## src/rtl/i2s_pkg.sv

```systemverilog
// Shared types and constants for the I2S ADC capture path.
package i2s_pkg;

  typedef enum logic [1:0] {
    ST_IDLE    = 2'd0,
    ST_SYNC    = 2'd1,
    ST_CAPTURE = 2'd2,
    ST_DONE    = 2'd3
  } cap_state_e;

  localparam int   WORD_BYTES          = 4;
  localparam logic LRCLK_LEFT_LEVEL    = 1'b1;
  localparam int   DEFAULT_SAMPLE_BITS = 24;

  // Byte address of BRAM word number idx.
  function automatic logic [31:0] word_addr(input logic [31:0] base,
                                            input logic [31:0] idx);
    return base + idx * 32'(WORD_BYTES);
  endfunction

endpackage

```

## src/rtl/i2s_rx_deser.sv

```systemverilog
// Serial-to-parallel front end: BCLK/LRCLK edge detection, per-channel bit
// counting, MSB-first shift register and short-channel detection.
// word/word_valid/word_chan/short_err are combinational strobes for the
// cycle in which the event happens; the consumer registers them.
module i2s_rx_deser
  import i2s_pkg::*;
#(
  parameter int SAMPLE_BITS = DEFAULT_SAMPLE_BITS
) (
  input  logic                   clk,
  input  logic                   rstn,
  input  logic                   bclk,
  input  logic                   lrclk,
  input  logic                   adcdat,
  input  logic                   rearm,
  output logic [SAMPLE_BITS-1:0] word,
  output logic                   word_valid,
  output logic                   word_chan,
  output logic                   short_err,
  output logic                   lr_rise
);

  localparam int             CW   = 6;
  localparam logic [CW-1:0]  FULL = CW'(SAMPLE_BITS);

  logic                   bclk_q, lrclk_q;
  logic                   chan_q, chan_d;
  logic                   exempt_q, exempt_d;
  logic [CW-1:0]          bit_cnt_q, bit_cnt_d;
  logic [SAMPLE_BITS-1:0] shift_q, shift_d;
  logic [SAMPLE_BITS:0]   shift_ext;
  logic                   bclk_rise, lr_edge;

  // Framing: restart on every LRCLK edge, shift on BCLK rise until the word is full.
  always_comb begin
    bclk_rise = bclk & ~bclk_q;
    lr_edge   = lrclk ^ lrclk_q;
    lr_rise   = lr_edge & (lrclk == LRCLK_LEFT_LEVEL);
    // A channel cut short is only an error once we have seen one full frame
    // boundary since reset/arm; the very first channel is usually partial.
    short_err = lr_edge && (bit_cnt_q != '0) && (bit_cnt_q < FULL) && !exempt_q;
    bit_cnt_d = lr_edge ? '0 : bit_cnt_q;
    shift_d   = lr_edge ? '0 : shift_q;
    chan_d    = lr_edge ? lrclk : chan_q;
    exempt_d  = rearm ? 1'b1 : (lr_edge ? 1'b0 : exempt_q);
    shift_ext = {shift_d, adcdat};
    word_valid = 1'b0;
    if (bclk_rise && (bit_cnt_d < FULL)) begin
      shift_d    = shift_ext[SAMPLE_BITS-1:0];
      bit_cnt_d  = bit_cnt_d + CW'(1);
      word_valid = (bit_cnt_d == FULL);
    end
    word      = shift_d;
    word_chan = chan_d;
  end

  // Edge registers and framing state.
  always_ff @(posedge clk or negedge rstn) begin
    if (!rstn) begin
      bclk_q    <= 1'b0;
      lrclk_q   <= 1'b0;
      chan_q    <= 1'b0;
      exempt_q  <= 1'b1;
      bit_cnt_q <= '0;
      shift_q   <= '0;
    end else begin
      bclk_q    <= bclk;
      lrclk_q   <= lrclk;
      chan_q    <= chan_d;
      exempt_q  <= exempt_d;
      bit_cnt_q <= bit_cnt_d;
      shift_q   <= shift_d;
    end
  end

endmodule

```

## src/rtl/i2s_adc_capture.sv

```systemverilog
// WM8731 ADC capture: stereo sample stream plus an optional recording of
// frames into BRAM (left at even word index, right at odd), 32-bit
// left-aligned words matching the playback reader.
module i2s_adc_capture
  import i2s_pkg::*;
#(
  parameter int          SAMPLE_BITS = DEFAULT_SAMPLE_BITS,
  parameter int          NUM_FRAMES  = 15000,
  parameter bit          WRAP        = 1'b0,
  parameter logic [31:0] BASE_ADDR   = 32'd0
) (
  input  logic                   clk,
  input  logic                   rstn,
  input  logic                   i2s_bclk,
  input  logic                   i2s_lrclk,
  input  logic                   i2s_adcdat,
  input  logic                   capture_start,
  input  logic                   capture_stop,
  output logic                   capture_busy,
  output logic                   capture_done,
  output logic                   frame_err,
  output logic                   sample_valid,
  output logic [SAMPLE_BITS-1:0] sample_left,
  output logic [SAMPLE_BITS-1:0] sample_right,
  output logic [31:0]            bram_addrb,
  output logic [31:0]            bram_dinb,
  output logic [3:0]             bram_web,
  output logic                   bram_enb,
  output logic                   bram_clkb,
  output logic                   bram_rstb
);

  localparam logic [31:0] LAST_IDX = 32'(2 * NUM_FRAMES - 1);

  logic [SAMPLE_BITS-1:0] word;
  logic                   word_valid, word_chan, short_err, lr_rise, rearm;
  logic [31:0]            word_ext;

  cap_state_e             state_q, state_d;
  logic [31:0]            idx_q, idx_d;
  logic                   ferr_q, ferr_d;
  logic                   busy_q, busy_d, done_q, done_d;
  logic                   enb_q, enb_d;
  logic [31:0]            addr_q, addr_d, din_q, din_d;
  logic [SAMPLE_BITS-1:0] pend_left_q, pend_left_d;
  logic                   pend_vld_q, pend_vld_d;
  logic [SAMPLE_BITS-1:0] sl_q, sl_d, sr_q, sr_d;
  logic                   sv_q, sv_d;

  i2s_rx_deser #(
    .SAMPLE_BITS(SAMPLE_BITS)
  ) u_deser (
    .clk       (clk),
    .rstn      (rstn),
    .bclk      (i2s_bclk),
    .lrclk     (i2s_lrclk),
    .adcdat    (i2s_adcdat),
    .rearm     (rearm),
    .word      (word),
    .word_valid(word_valid),
    .word_chan (word_chan),
    .short_err (short_err),
    .lr_rise   (lr_rise)
  );

  // Capture FSM and BRAM write generation.
  always_comb begin
    state_d  = state_q;
    idx_d    = idx_q;
    ferr_d   = ferr_q | short_err;
    rearm    = 1'b0;
    enb_d    = 1'b0;
    addr_d   = addr_q;
    din_d    = din_q;
    word_ext = 32'(word);
    case (state_q)
      ST_IDLE, ST_DONE: begin
        if (capture_start) begin
          state_d = ST_SYNC;
          idx_d   = '0;
          ferr_d  = 1'b0;
          rearm   = 1'b1;
        end
      end
      ST_SYNC: begin
        if (capture_stop) state_d = ST_IDLE;
        else if (lr_rise) state_d = ST_CAPTURE;
      end
      ST_CAPTURE: begin
        if (short_err) begin
          // Lost word breaks L/R parity: resync on the next left channel
          // and resume at the start of the current frame.
          state_d = ST_SYNC;
          idx_d   = {idx_q[31:1], 1'b0};
        end else if (word_valid) begin
          enb_d  = 1'b1;
          addr_d = word_addr(BASE_ADDR, idx_q);
          din_d  = word_ext << (32 - SAMPLE_BITS);
          if (idx_q == LAST_IDX) begin
            if (WRAP) idx_d = '0;
            else      state_d = ST_DONE;
          end else begin
            idx_d = idx_q + 32'd1;
          end
        end
        if (capture_stop) state_d = ST_IDLE;
      end
      default: state_d = ST_IDLE;
    endcase
    busy_d = (state_d == ST_SYNC) || (state_d == ST_CAPTURE);
    done_d = (state_d == ST_DONE);
  end

  // Stereo pairing for the sample stream; runs regardless of capture state.
  always_comb begin
    pend_left_d = pend_left_q;
    pend_vld_d  = pend_vld_q & ~short_err;
    sl_d        = sl_q;
    sr_d        = sr_q;
    sv_d        = 1'b0;
    if (word_valid) begin
      if (word_chan == LRCLK_LEFT_LEVEL) begin
        pend_left_d = word;
        pend_vld_d  = 1'b1;
      end else if (pend_vld_q) begin
        sl_d       = pend_left_q;
        sr_d       = word;
        sv_d       = 1'b1;
        pend_vld_d = 1'b0;
      end
    end
  end

  // State and registered outputs.
  always_ff @(posedge clk or negedge rstn) begin
    if (!rstn) begin
      state_q     <= ST_IDLE;
      idx_q       <= '0;
      ferr_q      <= 1'b0;
      busy_q      <= 1'b0;
      done_q      <= 1'b0;
      enb_q       <= 1'b0;
      addr_q      <= '0;
      din_q       <= '0;
      pend_left_q <= '0;
      pend_vld_q  <= 1'b0;
      sl_q        <= '0;
      sr_q        <= '0;
      sv_q        <= 1'b0;
    end else begin
      state_q     <= state_d;
      idx_q       <= idx_d;
      ferr_q      <= ferr_d;
      busy_q      <= busy_d;
      done_q      <= done_d;
      enb_q       <= enb_d;
      addr_q      <= addr_d;
      din_q       <= din_d;
      pend_left_q <= pend_left_d;
      pend_vld_q  <= pend_vld_d;
      sl_q        <= sl_d;
      sr_q        <= sr_d;
      sv_q        <= sv_d;
    end
  end

  assign capture_busy = busy_q;
  assign capture_done = done_q;
  assign frame_err    = ferr_q;
  assign sample_valid = sv_q;
  assign sample_left  = sl_q;
  assign sample_right = sr_q;
  assign bram_addrb   = addr_q;
  assign bram_dinb    = din_q;
  assign bram_enb     = enb_q;
  assign bram_web     = {4{enb_q}};
  assign bram_clkb    = clk;
  assign bram_rstb    = 1'b0;

endmodule
```

## config.mk

```make
export PLATFORM = sky130hd
export DESIGN_NAME = i2s_adc_capture
export DESIGN_NICKNAME = d
export VERILOG_FILES = /design/src/rtl/i2s_pkg.sv /design/src/rtl/i2s_rx_deser.sv /design/src/rtl/i2s_adc_capture.sv
export SDC_FILE = /design/constraint.sdc
export NUM_CORES = 1
export LEC_CHECK = 0
export ABC_AREA = 1
export CAP_MARGIN = 20
export CORE_MARGIN = 5
export CORE_UTILIZATION = 55
export DETAILED_ROUTE_END_ITERATION = 12
export PLACE_DENSITY = 0.86
export REMOVE_ABC_BUFFERS = 1
export SLEW_MARGIN = 15
export SYNTH_ARGS = -nofsm -noshare
export SYNTH_HDL_FRONTEND = slang
export SYNTH_SLANG_ARGS = --single-unit
export TNS_END_PERCENT = 50
```

## constraint.sdc

```tcl
create_clock -name clk -period 4.4 [get_ports clk]
set_input_delay 0.88 -clock clk [delete_from_list [all_inputs] [get_ports clk]]
set_output_delay 0.88 -clock clk [all_outputs]
set_load 0.02 [all_outputs]
```

Yosys cells after proc, flatten, opt, wreduce, memory -nomap -nowiden
Index checks and enable logic that the tools add are counted.
{"block": "op_classes", "n_reduce_logical": 16, "addsub": 2, "n_bitwise": 8, "mux": 34, "magnitude_cmp": 2, "n_eq_ne": 14}
{"op": "$mux W32", "count": 4}
{"op": "$pmux W32 S2", "count": 1}
{"op": "$mux W24", "count": 2}
{"op": "$add A32 B1 Y32 const B", "count": 1}
{"op": "$eq A32 B15 Y1 const B", "count": 1}
{"op": "$mux W1", "count": 17}
{"op": "$mux W2", "count": 7}
{"op": "$lt A6 B5 Y1 const B", "count": 2}
{"op": "$mux W6", "count": 2}
{"op": "$eq A2 B2 Y1 const B", "count": 4}
{"op": "$add A6 B1 Y6 const B", "count": 1}
{"op": "$eq A6 B5 Y1 const B", "count": 1}
{"op": "$ne A2 B2 Y1 const B", "count": 3}
{"op": "$pmux W2 S3", "count": 1}
{"op": "$reduce_and A3 Y1", "count": 2}
{"op": "$reduce_bool A6 Y1", "count": 1}
{"op": "$reduce_and A5 Y1", "count": 1}
{"op": "$eq A2 B1 Y1 const B", "count": 2}
{"op": "$logic_and A1 B1 Y1", "count": 4}
{"op": "$reduce_and A4 Y1", "count": 1}
{"op": "$reduce_bool A2 Y1", "count": 2}
{"op": "$and A1 B1 Y1", "count": 3}
{"op": "$ne A3 B2 Y1 const B", "count": 1}
{"op": "$ne A3 B3 Y1 const B", "count": 1}
{"op": "other kinds (9)", "count": 11}
{"block": "totals", "out_inout_bits": 123, "wordCells": 96, "register_bits": 200}

Depth between registers and ports, before layout
{"block": "logic_depth", "word_depth": 11, "ltp_mapped": 16}

Cells and area by module
From an unflattened synthesis, not the netlist that was laid out.
{"block": "hier_totals", "cells_unflattened": 1103, "hier_area_um2": 9221.3}
{"mod": "i2s_adc_capture", "seq_area_each_um2": 4154.0, "cells_per_inst": 923, "instances": 1, "area_per_inst_um2": 7652.3}
{"mod": "i2s_rx_deser", "seq_area_each_um2": 852.1, "cells_per_inst": 180, "instances": 1, "area_per_inst_um2": 1569.0}

==> results by group <==
STA
  • Hold Fails Final Rpt: 0
  • RSZ-0062 raised after global routing: false
  • Tightest Pin Transition: 823 ps
  • Max-Slew Margin vs Limit: 44.9%
  • Final Setup Violations: 0
  • Clk_skew: 9.13 ps
  • Max Slew Vio Count: 0
  • Slack of the critical path: 549 ps

Synthesis
  • Largest area contributor in the netlist: dfrtp_1
  • Sequential share of the synthesized area: 54.4%
  • Synth Instances: 1,152
  • Post-synthesis cell area: 9200 µm²
  • Flops & latches, synth: 200
  • Distinct cell type count after synthesis: 33
  • Top post-synthesis cells by area: dfrtp_1 (54%), nand2_1 (18%), nand3_1 (4.9%), nor2_1 (4.8%), o21ai_0 (4.6%)
  • Yosys top cell area share: 54.1%
  • Synth warn: 0
  • Post-Syn Area per Cell: 7.99 µm²

Finish
  • Antenna cell count: 0
  • Post-route insts no fill: 1,480
  • Area Growth Syn to Fin: 20.9%
  • Fin nets: 1,260
  • Share of layout cells above drive strength 1: 4.84%

Clocking
  • CTS clk-pin slew, worst paths: 80 ps
  • PostCTS Resize Cnt: 0
  • # hold bufs at CTS: 0
  • CTS tree: built
  • Skew-Pair Late Insertion Delay: 550 ps
  • Post-CTS setup buffers: 0

Routing
  • WL/cell: 14.9 µm
  • DRT iter0 DRCs: 676
  • WL final: 22,100 µm
  • DR vias: 7,840
  • ANT nets after route: 0
  • DRC Markers: 0
  • Avg Vias per Cell: 5.30
  • DR pass1 iterations: 5

Floorplan
  • I/O pin cnt: 130
  • Die Y: 139 µm
  • Site row count: 47
  • Chip Width: 139 µm
  • Core Area: 16,500 µm²
  • Die area: 19,400 µm²
  • Initial Util: 55.7%

Global routing
  • Total global routing overflow: 0
  • Largest net degree at the start of global routing: 105
  • Global-route wire length before repair: 37,100 µm
  • Initial antenna violation count: 0
  • Global-route usage over all layers: 23.1%
  • Vias in the first global route: 7,599

Worst setup path
  • Reg2reg path depth: 8
  • Crit Path Category: clock port to output port
  • CP required: 3520 ps
  • Crit path capture type: output port
  • CP max FO: 2
  • Crit start category: clock port
  • Worst reg2reg path endpoint: idx_q[11]
  • Critical Path AT: 2970 ps
  • Reg-to-reg startpoint: state_q[0]
  • R2r setup slk: 1490 ps

Power and ir drop
  • Internal Power: 0.00287 W
  • Combinational Power Share: 11.1%
  • Cell area power density: 362 nW/µm²
  • Switch share: 28.8%
  • Clock network power share: 42.2%
  • Sequential power share: 46.7%
  • Maximum vdd drop: 0.334 mV
  • NetSw: 0.00116 W
  • Leak pwr: 5.24 nW

Place
  • Port bufs: 118
  • Pre-CTS setup slack: 812 ps
  • Post-DP HPWL: 15,100 µm
  • Placer congestion estimate: 0.930
  • Placed cell count: 1,445

Job
  • Max Cap Viol: 0

Hold path
  • Hold Crit Class: input port to asynchronous set/reset pin

Run status
  • Status: complete, no violations
sequential cells by signal (all words and copies together) (netlist names):
| signal | count |
|---|---|
| bram_addrb | 30 |
| bram_dinb | 24 |
| bram_enb | 1 |
| capture_busy | 1 |
| capture_done | 1 |
| frame_err | 1 |
| idx_q | 32 |
| pend_left_q | 24 |
| pend_vld_q | 1 |
| sample_left | 24 |
| sample_right | 24 |
| sample_valid | 1 |
| state_q | 2 |
| u_deser.bclk_q | 1 |
| u_deser.bit_cnt_q | 6 |
| u_deser.chan_q | 1 |
| u_deser.exempt_q | 1 |
| u_deser.lrclk_q | 1 |
| u_deser.shift_q | 24 |
worst max-delay path, stage by stage:
cell	delay, ps
clkbuf_16	120
clkbuf_16	130
clkdlybuf4s50_1	530
synthesized netlist by cell type:
library cell / n
nand2_2: 5
xnor2_1: 2
clkbuf_1: 32
a21oi_4: 1
ha_1: 6
o21ai_1: 26
nand3_4: 1
dfstp_2: 1
nor2_8: 1
inv_2: 1
nand4_1: 3
buf_1: 2
nor3b_1: 1
dfrtp_1: 199
clkinv_1: 1
nor2_1: 117
o21ai_0: 85
nand4_4: 1
conb_1: 1
nand2_1: 432
a21oi_1: 10
or2_2: 1
nor3_1: 1
nand2_4: 1
buf_2: 7
nor2_2: 1
buf_4: 23
inv_1: 73
a22o_1: 1
a21boi_0: 1
nand3b_1: 2
nand3_1: 90
o21a_1: 23
kinds of logic (layout without fill, tap and decap cells):
family	Yosys count	count (layout)	share of synthesized area (%)
flops	200	200	54.4
buf+inv	139	237	6.70
xor+xnor	2	2	0.190
other cells	1	11	0.0408
simple gates	657	657	29.0
compound gates	147	147	8.81
fa+ha+maj	6	6	0.816
metrics by stage:
step	instance area, µm²	setup TNS [ps]	total power [W]	hold WS [ps]	utilization, %
detailed placement	10500	0	0.00239	452	63.3
finish	11100	0	0.00403	388	67.3
global route	11100	0	0.00419	461	67.3
floorplan	8900	-115080	0.00219	442	-
CTS	11100	0	0.00406	433	67.3
global placement	10500	0	0.00238	448	63.3
worst max-delay path by stage:
stage	startpoint	end	slack, ps
3_5_place_dp	clk	bram_clkb	810
2_1_floorplan	i2s_lrclk	sample_left[0]	-990
5_1_grt	clk	bram_clkb	530
3_3_place_gp	clk	bram_clkb	810
6_report	clk	bram_clkb	550
4_1_cts	clk	bram_clkb	540
per-layer routing:
metal,vias to the layer above,routed length [µm],GRT usage [%],share of wire [%]
li1,3814,-,-,-
met3,44,1290,4.84,5.8
met2,270,10900,38.2,49
met1,3712,9460,30.7,43
met5,-,0,0,0
met4,0,405,7.67,1.8
layout by cell type (no fill, tap or decap), types with 10 or more instances in the layout:
cell type,instances
clkdlybuf4s50_1,117
o21ai_0,85
conb_1,11
inv_1,73
clkbuf_16,20
o21a_1,23
nand3_1,90
dfrtp_1,199
nand2_1,432
a21oi_1,10
nor2_1,116
o21ai_1,26
layout make-up:
cell class                 instances  area (µm²)
fill                            1316        5400
sequential                       200        5010
multi-input combinational        823        3630
timing repair buffer             126        1250
clock buffer                      22         524
inverter                          75         282
tap                              220         275
clock inverter                    14         155
power groups by stage:
| stage | sequential (W) | clock [W] | combinational (W) |
|---|---|---|---|
| 2_1_floorplan | 0.00193 | 0 | 0.000259 |
| 3_3_place_gp | 0.00192 | 0.0000305 | 0.000430 |
| 3_5_place_dp | 0.00192 | 0.0000305 | 0.000442 |
| 4_1_cts | 0.00188 | 0.00173 | 0.000444 |
| 5_1_grt | 0.00189 | 0.00181 | 0.000490 |
| 6_report | 0.00188 | 0.00170 | 0.000447 |
No activity file was read; power rests on OpenSTA's default activity.
